**src/rtl/sram_ctrl_pkg.sv**
```systemverilog
// Shared types and default widths for the SRAM request controller.
package sram_ctrl_pkg;

  localparam int SRAM_DATA_W = 8;
  localparam int SRAM_ADDR_W = 4;

  typedef enum logic [2:0] {IDLE, ISSUE, CAPT, VRFY, VCAPT, RESP} sram_ctrl_state_e;

endpackage

```
**src/rtl/sram_req_ctrl.sv**
```systemverilog
// SRAM request controller: takes one valid/ready request at a time, drives the
// registered pins of a single-port read-first SRAM and returns one response.
// Optional build macro SRAM_CTRL_VERIFY_EN adds a read-back check after writes
// (VRFY/VCAPT states) that reports a mismatch on rsp_err.
//
// state | meaning
// IDLE  | waiting for a request; req_ready high
// ISSUE | SRAM samples addr/we/din at the end of this cycle
// CAPT  | sram_dout holds the pre-write / read data; captured into rsp_rdata
// VRFY  | write verify: SRAM re-reads the same address with we low
// VCAPT | write verify: compare re-read data against the written data
// RESP  | response presented until rsp_ready
module sram_req_ctrl
  import sram_ctrl_pkg::*;
#(
  parameter int DATA_WIDTH = SRAM_DATA_W,
  parameter int ADDR_WIDTH = SRAM_ADDR_W
) (
  input  logic                  clk,
  input  logic                  rst_n,
  input  logic                  req_valid,
  output logic                  req_ready,
  input  logic                  req_we,
  input  logic [ADDR_WIDTH-1:0] req_addr,
  input  logic [DATA_WIDTH-1:0] req_wdata,
  output logic                  rsp_valid,
  input  logic                  rsp_ready,
  output logic [DATA_WIDTH-1:0] rsp_rdata,
  output logic                  rsp_err,
  output logic                  sram_we,
  output logic [ADDR_WIDTH-1:0] sram_addr,
  output logic [DATA_WIDTH-1:0] sram_din,
  input  logic [DATA_WIDTH-1:0] sram_dout
);

  sram_ctrl_state_e state, next_state;
  logic             accept;

  assign accept = req_valid && req_ready;

`ifdef SRAM_CTRL_VERIFY_EN
  // remembers the request direction so CAPT knows whether to run the verify pass
  logic we_q;
`endif

  // next-state decode
  always_comb begin
    next_state = state;
    case (state)
      IDLE:  if (accept) next_state = ISSUE;
      ISSUE: next_state = CAPT;
`ifdef SRAM_CTRL_VERIFY_EN
      CAPT:  next_state = we_q ? VRFY : RESP;
      VRFY:  next_state = VCAPT;
      VCAPT: next_state = RESP;
`else
      CAPT:  next_state = RESP;
`endif
      RESP:  if (rsp_ready) next_state = IDLE;
      default: next_state = IDLE;
    endcase
  end

  // state register plus handshake flags derived from the next state so they are flops
  always_ff @(posedge clk or negedge rst_n) begin
    if (!rst_n) begin
      state     <= IDLE;
      req_ready <= 1'b0;
      rsp_valid <= 1'b0;
    end else begin
      state     <= next_state;
      req_ready <= (next_state == IDLE);
      rsp_valid <= (next_state == RESP);
    end
  end

  // SRAM pin registers; we is only ever high for the single ISSUE cycle after accept.
  // sram_din doubles as the held write data for the verify compare.
  always_ff @(posedge clk or negedge rst_n) begin
    if (!rst_n) begin
      sram_we   <= 1'b0;
      sram_addr <= '0;
      sram_din  <= '0;
    end else begin
      sram_we <= accept && req_we;
      if (accept) begin
        sram_addr <= req_addr;
        sram_din  <= req_wdata;
      end
    end
  end

  // response data: read data, or pre-write content for writes
  always_ff @(posedge clk or negedge rst_n) begin
    if (!rst_n) begin
      rsp_rdata <= '0;
    end else if (state == CAPT) begin
      rsp_rdata <= sram_dout;
    end
  end

`ifdef SRAM_CTRL_VERIFY_EN
  // verify result: cleared on every accept, set from the read-back compare in VCAPT
  always_ff @(posedge clk or negedge rst_n) begin
    if (!rst_n) begin
      rsp_err <= 1'b0;
      we_q    <= 1'b0;
    end else begin
      if (accept) begin
        rsp_err <= 1'b0;
        we_q    <= req_we;
      end else if (state == VCAPT) begin
        rsp_err <= (sram_dout != sram_din);
      end
    end
  end
`else
  assign rsp_err = 1'b0;
`endif

endmodule

```
**config.mk**
```make
export PLATFORM = sky130hd
export DESIGN_NAME = sram_req_ctrl
export DESIGN_NICKNAME = d
export VERILOG_FILES = /design/src/rtl/sram_ctrl_pkg.sv /design/src/rtl/sram_req_ctrl.sv
export SDC_FILE = /design/constraint.sdc
export NUM_CORES = 1
export LEC_CHECK = 0
export BUFFER_PORTS_ARGS = -buffer_cell sky130_fd_sc_hd__clkbuf_2
export CORE_UTILIZATION = 43
export CTS_CLUSTER_DIAMETER = 150
export DETAILED_ROUTE_END_ITERATION = 10
export GPL_TIMING_DRIVEN = 0
export PLACE_DENSITY = 0.75
export SKIP_CTS_REPAIR_TIMING = 1
export SYNTH_ARGS = -nofsm -noshare
export SYNTH_HDL_FRONTEND = slang
export SYNTH_SLANG_ARGS = --single-unit
```
**constraint.sdc**
```tcl
create_clock -name clk -period 2.02 [get_ports clk]
set_clock_uncertainty 0.1 [all_clocks]
set_input_delay 0.303 -clock clk [delete_from_list [all_inputs] [get_ports clk]]
set_output_delay 0.303 -clock clk [all_outputs]
set_load 0.01 [all_outputs]
```
# Yosys cells after proc, flatten, opt, wreduce, memory -nomap -nowiden
# Index checks and enable logic that the tools add are counted.
totals:
  ff_bits: 26
  elab_cells: 18
  out_inout_bits: 24
  inputBits: 25
classes:
  n_mux: 3
  n_eq_ne: 4
  reduce_logical: 4
op_table:
  columns: ["cell", "n"]
  rows:
  - ["$pmux W3 S4", 1]
  - ["$eq A3 B3 Y1 const B", 2]
  - ["$logic_not A3 Y1", 2]
  - ["$mux W3", 2]
  - ["$eq A3 B1 Y1 const B", 1]
  - ["$eq A3 B2 Y1 const B", 1]
  - ["$logic_and A1 B1 Y1", 2]

# Longest topological paths before layout
# Gate-level depths: netlist of run 1.
logic_depth:
  ltp_word: 4
  ltp_mapped: 3
  depth_no_buf: 2

# Worst setup path before layout of run 1
# Ideal clock, no wire load.
synth_path:
  path_type: "reg-to-reg"
  start: "register state[0]"
  end: "register rsp_rdata[0]"
  stages_incl_launch_ff: 4
  path_buffers: 1
  setup_ns: 0.125
  slack_ns: 0.599
  required_time_ns: 1.795
  synth_period_minus_slack_ns: 1.421
  arrival_time_ns: 1.196
  path_cell_list: "dfrtp_1 > buf_2 > nor3b_4 > mux2_2"
synth_via:
  elab_chain_cells: 1
synth_lines:
  columns: ["element", "line", "text"]
  rows:
  - ["from (decl)", "sram_req_ctrl.sv:36", "sram_ctrl_state_e state, next_state;"]
  - ["from (signal assigned)", "sram_req_ctrl.sv:71", "state <= next_state;"]
  - ["$eq A3 B2 Y1", "sram_req_ctrl.sv:97", "end else if (state == CAPT) begin"]
  - ["to (signal assigned)", "sram_req_ctrl.sv:98", "rsp_rdata <= sram_dout;"]
  - ["to (decl)", "sram_req_ctrl.sv:28", "output logic [DATA_WIDTH-1:0] rsp_rdata,"]
# Every way passes these cells.
# A chain may end at the register's enable or synchronous reset.

# Worst setup path in the final report of run 1
layout_path:
  start: "register state[0]"
  end: "register rsp_rdata[6]"
# Same word-level chain as after synthesis.

==> impl_metrics.ini, run 1 <==
[floorplanning]
core_area_um2 = 2212
io_pins = 49
start_util = 0.4548
placementRows = 17
dieArea_um2 = 2537
die_w_um = 50.37
die_h_um = 50.37

[global_route]
grt_max_degree = 27
overflow = 0
antenna_found_initial = 0
grt_pass1_wl_um = 2642
grt_use_total = 0.1388
grt_pass1_vias = 655

[sta]
slew_viol_final = 0
setup_viol_count_final = 0
post-route-period-util = 0.7668
min_period_ns = 1.549
rsz0062_at_grt = false
final_hold_viol_count = 0
tns_ns = 0
fmax_mhz = 645.6
slew_headroom = 0.5880
layout_setup_ws_ns = 0.4711
worst_pin_slew_ns = 0.6179

[logic_synthesis]
yosys-top-cells-count = dfrtp_1, mux2_2, o31ai_1
syn_avg_cell_area_um2 = 15.97
yosysTopAreaCell = dfrtp_1
synth.most_common_cell = dfrtp_1
ys_warn_count = 0
ys_top_cells_by_area = dfrtp_1, mux2_2, o31ai_1
ys_async_sr_fraction = 1.000
synth_edf_count = 0
synth_seq_cells = 26
postSynthCellCount = 63
syn_area_um2 = 1006
synth_top_area_frac = 0.6468
ys.flop_type = dfrtp_1
syn_nets = 88
synth_cell_type_count = 16
ys_seq_area_frac = 0.6468

[layout]
finish.utilization = 0.6052
area_growth_syn_to_layout_pct = 33.08
layout.cells.non_filler = 143
drive_gt1_frac = 0.6696
nNetsFinal = 141
n_antenna_cell = 0
fillers = 189

[worst_setup_path]
end_kind = flip-flop
criticalPathCategory = flip-flop to flip-flop
r2r_cells = 3
crit_chain = buf_2 > nor3b_4 > mux2_2
crit_arrival_ns = 1.66
cp_slowest_stage_delay_ns = 0.39
worstPathMaxFanout = 9
start_kind = flip-flop
worstPathRequired_ns = 2.13
critPathSlowestCell = nor3b_4

[placement]
gp_congestion = 0.6676
dpl_worst_slack_ns = 0.4876
dpl.cell_count = 138
port_buffers = 47

[routing]
wire_per_inst_um = 11.76
firstDrtPassIters = 2
vias = 690
drtIter0Drc = 2
wl_um = 1682
drc = 0
via_per_inst = 4.825
ant_nets = 0

[clocking]
cts.clk_slew.worst_paths_ns = 0.14
cts-root-buf = clkbuf_4
numCtsBuffers = 3
clk_latency_ns = 0.32
cts_buffer_depth = 2
tritoncts = built
htreeDepth = 1
clock_sinks = 26

[pwr]
leakage_nw = 0.6692
ir_worst_vdd_mv = 0.7894
total_power_w = 0.002087
powerDensity_nw_per_um2 = 1559

[worst_hold_path]
hold_depth = 2
min_path_type = input pin to flip-flop

[outcome]
outcome = finished clean

[job]
cap_violations = 0
==> stage by stage <==
| step | cell area, um2 | hold WS [ns] |
|---|---|---|
| 2_1_floorplan | 1006 | -0.09259 |
| 3_3_place_gp | 1276 | 0.2361 |
| 3_5_place_dp | 1276 | 0.2421 |
| 4_1_cts | 1329 | -0.1196 |
| 5_1_grt | 1339 | 0.07958 |
| 6_report | 1339 | 0.1017 |
==> placed cells by master, fill, tap and decap left out <==
cell,instances
dlygate4sd3_1,1
a221o_2,1
nand2b_1,1
a21oi_1,1
nor3b_4,1
o31ai_1,3
a211oi_1,1
nand2_1,1
clkbuf_4,3
conb_1,1
buf_4,1
buf_2,2
inv_1,1
nand4bb_2,1
and3_1,1
dfrtp_1,26
clkbuf_2,47
mux2_2,20
bufinv_16,1
nor3b_1,1
==> layout make-up <==
type                            count  area, um2  share of cell area
Multi-Input combinational cell     33      334.1              0.2495
Clock inverter                      1      30.03             0.02243
Clock buffer                        3      22.52             0.01682
Sequential cell                    26      650.6              0.4860
Buffer                              3      17.52             0.01308
Timing Repair Buffer               48      245.2              0.1832
Tap cell                           28      35.03             0.02617
Inverter                            1      3.754            0.002804
==> power breakdown <==
group	leakage [nW]	switching [W]	internal, W
combinational	0.329	0.000367	0.000446
sequential	0.312	0.000151	0.000774
clock	0.0279	0.000149	0.000201
total	0.669	0.000667	0.00142
==> logic make-up after synthesis <==
family,synth area share
other,0.003728
and+or+nand+nor,0.05847
buffers and inverters,0.02114
DFF,0.6468
muxes,0.2239
AOI/OAI and AO/OA,0.04602
==> metal layers <==
metal,up-vias,global-route usage,wire (um)
li1,327,-,-
met1,339,0.1647,724
met2,24,0.2333,844
met3,0,0.03333,113
met4,0,0.06944,0
met5,-,0,0
==> flip-flops by register name, indices dropped and copies added, names as in the netlist <==
name and count:
req_ready 1, rsp_rdata 8, rsp_valid 1, sram_addr 4
sram_din 8, sram_we 1, state 3
==> worst paths after layout <==
path,from,endpoint,slack [ns]
max,state[0]$_DFF_PN0_,rsp_rdata[6]$_DFFE_PN0N_,0.47
min,req_wdata[7],sram_din[7]$_DFFE_PN0P_,0.10
max reg2reg,state[0]$_DFF_PN0_,rsp_rdata[6]$_DFFE_PN0N_,0.47
min reg2reg,rsp_rdata[3]$_DFFE_PN0N_,rsp_rdata[3]$_DFFE_PN0N_,0.42
max in group asynchronous,rst_n,sram_din[5]$_DFFE_PN0P_,1.01
min in group asynchronous,rst_n,sram_addr[0]$_DFFE_PN0P_,0.41
==> critical path: cells and delay by family, from the launching register on <==
kind,cells,cell delay [ns]
mux,1,0.39
flops,1,0.38
buf+inv,1,0.18
simple gates,1,0.39
No activity file was read; power rests on OpenSTA's default activity.
==> run 2: changes to the inputs <==
Settings changed: ABC_AREA from default to 1.
Clock period 2.02 ns to 1.6 ns, I/O delays scaled along.
==> impl_metrics.ini, run 2 <==
[clocking]
cts.clk_slew.worst_paths_ns = 0.13
cts-root-buf = clkbuf_4
clock_sinks = 26
cts_buffer_depth = 2
tritoncts = built
clk_latency_ns = 0.31
htreeDepth = 1
numCtsBuffers = 3

[logic_synthesis]
ys_top_cells_by_area = dfrtp_1, nand2_1, nand3_1
ys_seq_area_frac = 0.6265
synth_seq_cells = 26
syn_area_um2 = 1038
ys_async_sr_fraction = 1.000
yosysTopAreaCell = dfrtp_1
ys.flop_type = dfrtp_1
synth_cell_type_count = 14
synth.most_common_cell = nand2_1
synth_edf_count = 0
yosys-top-cells-count = nand2_1, dfrtp_1, nand3_1
syn_nets = 135
postSynthCellCount = 110
syn_avg_cell_area_um2 = 9.441
ys_warn_count = 0
synth_top_area_frac = 0.6265

[sta]
setup_viol_count_final = 0
worst_pin_slew_ns = 0.6182
final_hold_viol_count = 0
fmax_mhz = 803.8
tns_ns = 0
rsz0062_at_grt = false
whs_ns = 0.009784
post-route-period-util = 0.7776
slew_headroom = 0.5879
min_period_ns = 1.244
slew_viol_final = 0

[layout]
layout_commonest_cell = clkbuf_2
most-common-layout-cells = clkbuf_2, nand2_1, dfrtp_1
reg_top3 = rsp_rdata: 8 flops, sram_din: 8 flops, sram_addr: 4 flops
area_growth_syn_to_layout_pct = 30.48
finish.utilization = 0.6010
design_area_um2 = 1355
multi_input_area_um2 = 331.6
final-seq-area_um2 = 650.6
drive_gt1_frac = 0.3765
nNetsFinal = 188
n_antenna_cell = 0
fillers = 210

[pwr]
leakage_nw = 0.8105
ir_worst_vdd_mv = 1.024
powerDensity_nw_per_um2 = 1910
total_power_w = 0.002588

[worst_hold_path]
min_path_type = input pin to flip-flop
worstHoldStart = req_we

[floorplanning]
die_w_um = 51.15
start_util = 0.4606
core_area_um2 = 2255
dieArea_um2 = 2616
placementRows = 17
io_pins = 49
die_h_um = 51.15

[routing]
drc = 0
wl_um = 2073
firstDrtPassIters = 4
wire_per_inst_um = 10.91
vias = 901
drtIter0Drc = 4
via_per_inst = 4.742
ant_nets = 0

[worst_setup_path]
cp-startpoint = state[2]$_DFF_PN0_
criticalPathCategory = flip-flop to flip-flop
r2r_setup_slack_ns = 0.36
start_kind = flip-flop
crit_arrival_ns = 1.36
worstPathRequired_ns = 1.72
end_kind = flip-flop
worstPathMaxFanout = 10
r2r_start = state[2]$_DFF_PN0_

[global_route]
antenna_found_initial = 0
grt_max_degree = 27
grt_pass1_vias = 840
grt_pass1_wl_um = 3574
overflow = 0
grt_use_total = 0.1877

[placement]
dp_hpwl_um = 1582
gp_congestion = 0.7375
dpl-instance-area_um2 = 1309
port_buffers = 47

[outcome]
outcome = finished clean

[job]
cap_violations = 0
==> run 2: layout make-up <==
type	instances	share of cell area
Sequential cell	26	0.4801
Multi-Input combinational cell	75	0.2447
Timing Repair Buffer	48	0.1810
Buffer	6	0.03324
Clock buffer	4	0.02678
Tap cell	28	0.02585
Inverter	3	0.008310
==> run 2: logic make-up after synthesis <==
group	share of synthesized area
other	0.003611
buffers and inverters	0.05421
AND/OR/NAND/NOR	0.3157
flip-flops	0.6265
==> run 2: stage by stage <==
| step | instances | setup WS (ns) |
|---|---|---|
| global placement | 185 | 0.4118 |
| CTS | 189 | 0.3382 |
| global route | 190 | 0.2344 |
| finish | 190 | 0.3559 |
| detailed placement | 185 | 0.3478 |
| floorplan | 110 | 0.4878 |
==> run 2: path summary, 6_finish.rpt <==
check,to,depth (start not counted)
min,sram_we$_DFF_PN0_,3
min in group asynchronous,sram_addr[2]$_DFFE_PN0P_,2
max reg2reg,rsp_rdata[1]$_DFFE_PN0N_,5
min reg2reg,sram_addr[3]$_DFFE_PN0P_,2
max in group asynchronous,sram_din[2]$_DFFE_PN0P_,2
max,rsp_rdata[1]$_DFFE_PN0N_,5
==> run 2: report_power, final <==
part | internal (W) | switching [W] | total, W
Combinational | 0.000452 | 0.000654 | 0.00111
Clock | 0.000139 | 0.000178 | 0.000317
Sequential | 0.000969 | 0.000196 | 0.00116
Total | 0.00156 | 0.00103 | 0.00259
==> run 2: routing by layer <==
layer	GRT usage	vias to the layer above	wire length (um)
met1	0.2194	417	898
li1	-	448	-
met5	0	-	0
met3	0.03274	0	147
met4	0.06944	0	0
met2	0.3399	36	1026
==> run 2: critical path, cell delays in order, from the launching register on <==
cell and delay (ns):
dfrtp_1 0.45, nor2_4 0.27, nand2_4 0.09, buf_6 0.15
nand2_1 0.05, nand2_1 0.05
